$ cat config.mk
export PLATFORM = sky130hd
export DESIGN_NAME = evm_vote_controller
export DESIGN_NICKNAME = d
export VERILOG_FILES = /design/src/rtl/evm_vote_controller.sv
export SDC_FILE = /design/constraint.sdc
export NUM_CORES = 1
export LEC_CHECK = 0
export BUFFER_PORTS_ARGS = -buffer_cell sky130_fd_sc_hd__buf_2
export CORE_ASPECT_RATIO = 1.25
export CORE_MARGIN = 2
export CORE_UTILIZATION = 30
export CTS_BUF_LIST = sky130_fd_sc_hd__clkbuf_4
export CTS_CLUSTER_DIAMETER = 100
export DETAILED_ROUTE_END_ITERATION = 7
export PLACE_DENSITY = 0.54
export SYNTH_ARGS = -nofsm -noshare
export SYNTH_HDL_FRONTEND = slang
export SYNTH_SLANG_ARGS = --single-unit
$ cat constraint.sdc
create_clock -name clk -period 1.5 [get_ports clk]
set_clock_uncertainty 0.2 [all_clocks]
set_input_delay 0.15 -clock clk [delete_from_list [all_inputs] [get_ports clk]]
set_output_delay 0.15 -clock clk [all_outputs]
set_load 0.005 [all_outputs]
$ cat src/rtl/evm_vote_controller.sv
// Electronic voting machine ballot controller: one vote per issued ballot,
// confirm hold-off, saturating vote tally and a terminal poll-closed state.
module evm_vote_controller #(
    parameter int NUM_CANDIDATES = 8,
    parameter int CONFIRM_CYCLES = 4
) (
    input  logic       clk,
    input  logic       rst_n,
    input  logic       ballot_enable,
    input  logic [3:0] candidate_sel,
    input  logic       select_valid,
    input  logic       poll_close,
    output logic       vote_cast,
    output logic [3:0] candidate_number,
    output logic       ready_led,
    output logic       confirm_led,
    output logic       reject,
    output logic [7:0] total_votes,
    output logic       poll_closed
);

    typedef enum logic [2:0] {IDLE, READY, CAST, CONFIRM, CLOSED} state_t;

    localparam int             CW       = $clog2(CONFIRM_CYCLES + 1);
    localparam logic [CW-1:0]  CNT_LAST = CW'(CONFIRM_CYCLES - 1);
    localparam logic [4:0]     MAX_SEL  = 5'(NUM_CANDIDATES);

    state_t        state_q, state_d;
    logic [CW-1:0] cnt_q, cnt_d;
    logic          pend_q, pend_d;
    logic [3:0]    cand_q, cand_d;
    logic [7:0]    total_q, total_d;
    logic          reject_q, reject_d;
    logic          sel_in_range;

    assign sel_in_range = (candidate_sel != 4'd0) && ({1'b0, candidate_sel} <= MAX_SEL);

    always_ff @(posedge clk) begin
        if (!rst_n) begin
            state_q  <= IDLE;
            cnt_q    <= '0;
            pend_q   <= 1'b0;
            cand_q   <= 4'd0;
            total_q  <= 8'd0;
            reject_q <= 1'b0;
        end else begin
            state_q  <= state_d;
            cnt_q    <= cnt_d;
            pend_q   <= pend_d;
            cand_q   <= cand_d;
            total_q  <= total_d;
            reject_q <= reject_d;
        end
    end

    always_comb begin
        state_d  = state_q;
        cnt_d    = cnt_q;
        pend_d   = pend_q;
        cand_d   = cand_q;
        total_d  = total_q;
        reject_d = 1'b0;
        case (state_q)
            IDLE: begin
                if (poll_close)         state_d = CLOSED;
                else if (ballot_enable) state_d = READY;
            end
            READY: begin
                // Closing wins over a simultaneous selection: no vote, no reject.
                if (poll_close) begin
                    state_d = CLOSED;
                end else if (select_valid) begin
                    if (sel_in_range) begin
                        cand_d  = candidate_sel;
                        state_d = CAST;
                    end else begin
                        reject_d = 1'b1;
                    end
                end
            end
            CAST: begin
                pend_d  = pend_q | poll_close;
                total_d = (total_q != 8'hFF) ? total_q + 8'd1 : total_q;
                cnt_d   = '0;
                state_d = CONFIRM;
            end
            CONFIRM: begin
                pend_d = pend_q | poll_close;
                if (cnt_q == CNT_LAST) begin
                    state_d = (pend_q | poll_close) ? CLOSED : IDLE;
                end else begin
                    cnt_d = cnt_q + CW'(1);
                end
            end
            CLOSED: ;
            default: state_d = IDLE;
        endcase
    end

    assign vote_cast        = (state_q == CAST);
    assign ready_led        = (state_q == READY);
    assign confirm_led      = (state_q == CONFIRM);
    assign poll_closed      = (state_q == CLOSED);
    assign candidate_number = cand_q;
    assign total_votes      = total_q;
    assign reject           = reject_q;

endmodule

# Yosys cells after proc, flatten, opt, wreduce, memory -nomap -nowiden
# Index checks and enable logic that the tools add are counted.
word_totals:
  word_cells: 47
  out_inout_bits: 17
  mem_bits_rw: 0
  inputBits: 9
  latchBits: 0
  memories: 0
  ff_bits: 20
  mem_bits_ro: 0
classes:
  shifts: 0
  order_cmp: 1
  bitwise_logic: 6
  eq_ne: 11
  div_mod_pow: 0
  reduce_logical: 10
  n_mul: 0
  add_sub_neg: 2
  muxes: 11
op_table:
  columns: ["operator", "n"]
  rows:
  - ["3-bit 2-to-1 mux", 8]
  - ["3-bit case mux with 5 select lines", 1]
  - ["3-bit by 2-bit == test with 1-bit output, second input constant", 3]
  - ["8-bit by 1-bit adder with 8-bit output, second input constant", 1]
  - ["8-bit != test, second input constant", 1]
  - ["3-bit != test, second input constant", 2]
  - ["3-bit case mux with 2 select lines", 1]
  - ["1-bit NOT", 5]
  - ["5-bit AND reduction", 1]
  - ["4-bit <= comparator, second input constant", 1]
  - ["2-bit AND reduction", 2]
  - ["4-bit AND reduction", 1]
  - ["4-bit nonzero test", 1]
  - ["4-bit OR reduction", 1]
  - ["3-bit by 1-bit adder with 3-bit output, second input constant", 1]
  - ["3-bit by 1-bit == test with 1-bit output, second input constant", 1]
  - ["3-bit == test, second input constant", 1]
  - ["3-bit zero test", 1]
  - ["3-bit by 2-bit != test with 1-bit output, second input constant", 1]
  - ["2-bit by 1-bit != test with 1-bit output, second input constant", 1]
  - ["2-bit != test, second input constant", 1]
  - ["2-bit nonzero test", 1]
  - ["2-bit OR reduction", 1]
  - ["1-bit logical AND", 1]
  - ["2 further kinds", 2]

# Longest topological paths before layout
# Gate-level depths: netlist (run 1).
depth:
  depth_word: 6
  ltp_mapped: 6
  ltp_nobuf: 6

# Worst setup path after synthesis (run 1)
# No wires, ideal clock.
synth_path:
  path_type: "reg2reg"
  from: "register total_q[0] (netlist: total_votes[0])"
  to: "register total_q[4] (netlist: total_votes[4])"
  path_buffers: 0
  stages_incl_launch_ff: 6
  t_arrival_ps: 1318
  synth_period_minus_slack_ps: 1633
  setup_slack_ps: -133
  setup_ps: 115
  t_required_ps: 1185
  cell_sequence: "dfxtp_1 -> ha_1 -> nor4bb_1 -> and2_1 -> and4_1 -> nor3_1"
synth_between:
  elab_chain_len: 2
  elab_cells_between_ends: 3
  cone_classes: "1 x add/sub; 1 x eq/ne; 1 x reduce/logical"
synth_rtl:
  columns: ["element", "line", "rtl"]
  rows:
  - ["start: declaration", "32", "logic [7:0] total_q, total_d;"]
  - ["start signal: assignment", "51", "total_q <= total_d;"]
  - ["branches (longest 2 deep; another with 8-bit by 1-bit adder with 8-bit output)", null, null]
# Parallel ways; which one is timed is not known.
# A chain may end at the register's enable or synchronous reset.

# Worst setup path after layout (run 1)
layout_path:
  from: "register state_q[0]"
  to: "output port vote_cast"
layout_between:
  elab_chain_len: 1
layout_rtl:
  columns: ["element", "line", "rtl"]
  rows:
  - ["start: declaration", "28", "state_t state_q, state_d;"]
  - ["start signal: assignment", "47", "state_q <= state_d;"]
  - ["3-bit by 2-bit == test with 1-bit output", "100", "assign vote_cast = (state_q == CAST);"]
  - ["end: declaration", "13", "output logic vote_cast,"]
# No other way between the ends.

==> results of run 1 <==
## cell type report
cell class                      count  area, sq um  area share
Tap cell                           37        46.29     0.02693
Sequential cell                    20        414.1      0.2409
Timing Repair Buffer               64        485.5      0.2824
Clock buffer                        3        22.52     0.01310
Multi-Input combinational cell     95        739.5      0.4301
Inverter                            2        11.26    0.006550
## sequential cells by signal, summed over array words and instances, names as in the netlist
register	count
candidate_number	4
cnt_q	3
pend_q	1
reject	1
state_q	3
total_votes	8
## cells in the final DEF (no fill, tap or decap), types with 3 or more instances in the layout
cell type and n:
sky130_fd_sc_hd__nand2_1 12, sky130_fd_sc_hd__nor2_1 13, sky130_fd_sc_hd__buf_2 24, sky130_fd_sc_hd__xnor2_1 3
sky130_fd_sc_hd__clkbuf_4 3, sky130_fd_sc_hd__o21ai_0 5, sky130_fd_sc_hd__and2_4 3, sky130_fd_sc_hd__dfxtp_2 5
sky130_fd_sc_hd__nand3_1 5, sky130_fd_sc_hd__buf_6 6, sky130_fd_sc_hd__a21oi_1 10, sky130_fd_sc_hd__nor3_1 3
sky130_fd_sc_hd__buf_4 25, sky130_fd_sc_hd__mux2i_1 3, sky130_fd_sc_hd__dfxtp_1 13, sky130_fd_sc_hd__dlygate4sd3_1 6
## through the flow
step	hold WS, ns	worst slack (ns)	TNS, ns	utilization
finish	0.05092	-0.07285	-0.3813	0.5334
global route	0.05454	-0.1158	-1.093	0.5334
global placement	0.2082	-0.05377	-0.1749	0.4196
detailed placement	0.2192	-0.08305	-0.3389	0.4196
floorplan	0.08759	-0.03258	-0.04551	-
CTS	0.03741	-0.08497	-0.6964	0.4918
## path summary, 6_finish.rpt
kind                                                  startpoint  cells past startpoint  slack, ns                               end
worst max-delay path                     state_q[0]$_SDFFE_PN0P_                      4      -0.07                         vote_cast
worst min-delay path                            candidate_sel[3]                      3       0.05  candidate_number[3]$_SDFFE_PN0P_
worst max register to register           state_q[0]$_SDFFE_PN0P_                      7      -0.06           state_q[0]$_SDFFE_PN0P_
worst min register to register  candidate_number[2]$_SDFFE_PN0P_                      2       0.26  candidate_number[2]$_SDFFE_PN0P_
## cells in the mapped netlist (all sizes together) (2+ instances only)
| master | count | area share |
|---|---|---|
| and2 | 4 | 0.025 |
| a211oi | 2 | 0.015 |
| nor2 | 15 | 0.055 |
| inv | 2 | 0.0074 |
| nand3 | 6 | 0.029 |
| dfxtp | 20 | 0.39 |
| buf | 3 | 0.015 |
| nor3 | 4 | 0.020 |
| nor3b | 3 | 0.027 |
| nand4bb | 2 | 0.022 |
| and3 | 2 | 0.012 |
| nor2b | 2 | 0.012 |
| and4 | 2 | 0.017 |
| nand2 | 13 | 0.048 |
| nand4 | 2 | 0.012 |
| ha | 3 | 0.037 |
| mux2i | 3 | 0.029 |
| clkbuf | 2 | 0.0074 |
| o21ai | 7 | 0.034 |
| xnor2 | 3 | 0.026 |
| a21oi | 11 | 0.054 |
## routing by layer
metal	vias up	wire, um
li1	561	-
met1	504	1248
met2	20	1455
met3	4	74
met4	0	30
met5	-	0
## timing repair
item | in CTS | in global routing
gates resized for setup | 28 | 14
endpoints found under the hold margin | 8 | 0
hold buffers | 6 | 0
cloned | 0 | 0
setup endpoints to repair | 16 | 19
pin swaps | 8 | 14
buffers inserted | 7 | 7
## report_power, final
| part | switching [mW] | internal [mW] |
|---|---|---|
| Clock | 0.161 | 0.0935 |
| Combinational | 0.184 | 0.255 |
| Sequential | 0.0338 | 0.563 |
## logic make-up (layout without fill, tap and decap cells)
family,after synthesis,in the layout,synth area share
simple gates,60,60,0.3272
compound gates,25,25,0.1507
flops,20,20,0.3922
buf+inv,7,69,0.02941
xor+xnor,4,4,0.03432
fa+ha+maj,3,3,0.03677
mux,3,3,0.02941
## worst min-delay path, delay by kind of cell
| family | cells | cell delay (ns) |
|---|---|---|
| AOI/OAI and AO/OA | 2 | 0.26 |
| buffers and inverters | 1 | 0.10 |
==> reports/metrics.yaml, run 1 <==
syn_area_per_cell_sq_um: 8.369
die_h_um: 69.23
synth_sequential_area_ratio: 0.3922
vias: 1089
global_route_wire_length_before_repair_um: 4678
drc: 0
synth_enable_flop_cells: 0
nets: 198
netlist-cell-type-count: 34
grt_overflow: 0
insertedDiodeCount: 0
timing_hold_violations_final: 0
ys_seq_elements: 20
async_reset_ff_frac: 0
finalInstanceArea_sq_um: 1719
maximum_count_of_clock_buffers_along_a_single_path: 2
grt_busiest_layer: "met2"
post_route_cells_drive_above_1_share: 0.4946
hold_path.class: "input pin to register"
timing.critical_path.cells: "buf_6, buf_6, nor3b_4, buf_2"
cp.buffers_inverters: 3
grt_pass1_vias: 1075
use_met3: 0.01866
mappedNetlistArea_sq_um: 1021
syn_inst: 122
grt_antenna_before_repair: 0
cts_tree: "built"
final_setup_violations: 9
critPathCaptureType: "output port"
layout_min_cycle_time_ns: 1.573
number_of_max_cap_violations: 0
avgRoutedWirePerCell_um: 12.71
worstSetupStartpointType: "register"
maxClockFrequency_mhz: 635.8
final.period_utilization: 1.049
global_route_total_usage_across_every_layer: 0.1464
clock_tree.htree_level_count: 1
std_cell_rows: 23
stdcell_count: 221
synth.net_count: 134
met1_usage: 0.1834
dieWidth_um: 56.18
dominantRegCellSynth: "sky130_fd_sc_hd__dfxtp_1"
initialDrtViolationCount: 14
drtPass1Iterations: 3
timing.final.max_slew_violations: 0
use_met2: 0.2562
final_antenna_net_count: 0
cell_occurring_most_often_along_the_worst_timing_path: "sky130_fd_sc_hd__buf_6"
insertion_delay_ns: 0.29
place_inst: 199
maximum_number_of_pins_on_one_net_before_global_route_repair: 13
die_area_sq_um: 3889
n_fill_cell: 312
crit_path_top_delay_cell: "sky130_fd_sc_hd__dfxtp_2"
place_congestion: 0.7744
crit_required_ns: 1.15
timing.setup.critical_path_class: "register to output port"
routed_via_density: 4.928
clock_pin_slew_of_the_registers_on_the_worst_case_setup_and_hold_paths_ns: 0.11
initial_core_util: 0.3168
worst_slew_margin_rel: 0.7551
detailed_place.area_sq_um: 1353
finalWorstSetupSlack_ns: -0.07285
path_delay_family: "buffers and inverters"
total_leakage_power_nw: 0.7569
clock-root-buffer: "sky130_fd_sc_hd__clkbuf_4"
area_growth_syn_to_layout_pct: 68.38
outcome: "finished, violations left"
ys_warnings: 0
port-buffer-count: 25
cts_made_buffers: 3
worst-slew-pin-transition_ns: 0.3642
arrival_time_reported_for_the_critical_path_endpoint_ns: 1.22
core-area_sq_um: 3223
numClockSinks: 20
ir_drop_v: 0.0004203
crit_path_max_incr_delay_ns: 0.36
boundaryPins: 26
powerDensity_nw_per_um2: 750.1
detail_route.wirelength_um: 2809
failed_checks: "setup timing"
design_power_total_mw: 1.290
worst-path-max-fanout: 3
rsz0062_at_grt: "yes"
detailed_place_hpwl_um: 1838
Note: power is estimated with default switching activity, not from simulation.
==> run 2, diff against run 1 <==
--- a/config.mk
+++ b/config.mk
@@ -7,7 +7,7 @@
 export LEC_CHECK = 0
 export BUFFER_PORTS_ARGS = -buffer_cell sky130_fd_sc_hd__buf_2
 export CORE_ASPECT_RATIO = 1.25
-export CORE_MARGIN = 2
+export CORE_MARGIN = 3
 export CORE_UTILIZATION = 30
 export CTS_BUF_LIST = sky130_fd_sc_hd__clkbuf_4
 export CTS_CLUSTER_DIAMETER = 100
==> run 2 against run 1 <==
  * The flow still finishes with violations (setup timing)
  * Sequential power shrank 0.8%
  * Worst setup slack gained 0.023 ns
  * Combinational power shrank 2%
  * Final area shrank 1.2%
  * Maximum frequency grew 1.5%
  * Wire length grew 4.5%
  * Die area grew 6.6%
  * Critical path type unchanged
  * Largest power group unchanged
==> reports/metrics.yaml, run 2 (synthesis gave the netlist of run 1 again) <==
outcome: "finished, violations left"
failed_checks: "setup timing"
comb_power_share: 0.334
maximum_number_of_pins_on_one_net_before_global_route_repair: 13
timing.setup.critical_path_class: "register to output port"
grt_antenna_before_repair: 0
switching_share: 0.3001
finalWorstSetupSlack_ns: -0.04943
numClockSinks: 20
global_route_total_usage_across_every_layer: 0.1511
timing.final.max_slew_violations: 0
clock_pin_slew_of_the_registers_on_the_worst_case_setup_and_hold_paths_ns: 0.12
routed_via_density: 5.009
insertion_delay_ns: 0.30
insertedDiodeCount: 0
drc: 0
worst-path-max-fanout: 9
drtPass1Iterations: 4
number_of_max_cap_violations: 0
final_antenna_net_count: 0
grt_overflow: 0
dieWidth_um: 58.18
cts_tree: "built"
largest_register_ffs: 8
clock_tree.htree_level_count: 1
finalCoreUtilization: 0.5272
cts_made_buffers: 3
cell_internal_pwr_mw: 0.9025
die_area_sq_um: 4144
sequentialPowerShare: 0.459
maxClockFrequency_mhz: 645.4
std_cell_rows: 23
clock-root-buffer: "sky130_fd_sc_hd__clkbuf_4"
core-area_sq_um: 3223
area_growth_syn_to_layout_pct: 66.42
rsz0062_at_grt: "yes"
boundaryPins: 26
detailed_place_hpwl_um: 1883
worstSetupStartpointType: "register"
initialDrtViolationCount: 24
timing_hold_violations_final: 0
total_leakage_power_nw: 0.7438
powerDensity_nw_per_um2: 758.9
final_setup_violations: 9
nets: 197
total_switching_power_mw: 0.3869
die_h_um: 71.23
worst_slew_margin_rel: 0.7018
ir_drop_v: 0.0004737
port-buffer-count: 25
hold_path.class: "input pin to register"
commonest_cells_after_routing_fill_and_taps_aside: "sky130_fd_sc_hd__buf_2, sky130_fd_sc_hd__buf_4, sky130_fd_sc_hd__nor2_1, sky130_fd_sc_hd__dfxtp_1, sky130_fd_sc_hd__nand2_1"
initial_core_util: 0.3168
worst-slew-pin-transition_ns: 0.4467
avgRoutedWirePerCell_um: 13.29
crit_required_ns: 1.15
arrival_time_reported_for_the_critical_path_endpoint_ns: 1.20
global_route_wire_length_before_repair_um: 4968
final.period_utilization: 1.033
pwr-share-clk: 0.207
post_route_cells_drive_above_1_share: 0.4728
detail_route.wirelength_um: 2936
vias: 1107
grt_pass1_vias: 1077
critPathCaptureType: "output port"
maximum_count_of_clock_buffers_along_a_single_path: 2
layout_min_cycle_time_ns: 1.549
place_congestion: 0.8154
total_negative_setup_slack_ns: -0.3357
==> run 2: cell type report <==
cell class                 count  area (sq um)
tap                           37         46.29
inverter                       2         7.507
multi-input combinational     95         730.7
sequential                    20         414.1
timing repair buffer          63         474.2
clock buffer                   3         22.52
clock inverter                 1         3.754
fill                         310          1524
==> run 2: metal layers <==
layer | routed length, um | vias up | part of all wire | global-route usage
met5 | 0 | - | 0 | 0
met4 | 46 | 0 | 0.016 | 0.05670
met3 | 92 | 4 | 0.031 | 0.02523
met2 | 1448 | 22 | 0.49 | 0.2487
met1 | 1349 | 520 | 0.46 | 0.1966
li1 | - | 561 | - | -
==> run 2: worst max-delay path: stages (launching register included) <==
cell and delay (ns):
sky130_fd_sc_hd__dfxtp_2 0.36, sky130_fd_sc_hd__buf_4 0.17, sky130_fd_sc_hd__nor3b_2 0.22, sky130_fd_sc_hd__buf_2 0.15
==> run 2: power by group through the flow <==
stage | sequential (mW) | combinational, mW | clock (mW)
finish | 0.592 | 0.430 | 0.267
CTS | 0.589 | 0.365 | 0.279
global route | 0.595 | 0.469 | 0.303
floorplan | 0.598 | 0.151 | 0
global placement | 0.597 | 0.260 | 0
detailed placement | 0.597 | 0.266 | 0
==> run 2: worst paths after layout <==
check                                   start                                to  slack (ns)  cells after the start
max                   state_q[0]$_SDFFE_PN0P_                         vote_cast       -0.05                      3
min                                poll_close           state_q[1]$_SDFFE_PN0P_        0.05                      4
max reg2reg           state_q[1]$_SDFFE_PN0P_       total_votes[6]$_SDFFE_PN0P_       -0.04                      5
min reg2reg  candidate_number[1]$_SDFFE_PN0P_  candidate_number[1]$_SDFFE_PN0P_        0.27                      2
==> run 2: per-stage QoR <==
| stage | power, mW | hold WS [ns] | std cells | area, sq um | setup slack (ns) |
|---|---|---|---|---|---|
| floorplan | 0.7490 | 0.08759 | 122 | 1054 | -0.03258 |
| global placement | 0.8563 | 0.2089 | 198 | 1345 | -0.05518 |
| detailed placement | 0.8637 | 0.2197 | 198 | 1345 | -0.1066 |
| CTS | 1.233 | 0.02011 | 217 | 1613 | -0.05363 |
| global route | 1.367 | 0.06651 | 221 | 1699 | -0.1215 |
| finish | 1.289 | 0.05460 | 221 | 1699 | -0.04943 |
==> run 2: what timing repair did <==
| item | in CTS | in global routing |
|---|---|---|
| setup buffers | 6 | 4 |
| hold endpoints to repair | 10 | 0 |
| pin swaps | 9 | 4 |
| hold buffers | 9 | 0 |
| setup endpoints to repair | 14 | 18 |
| resized for setup | 28 | 13 |
| cloned | 0 | 0 |
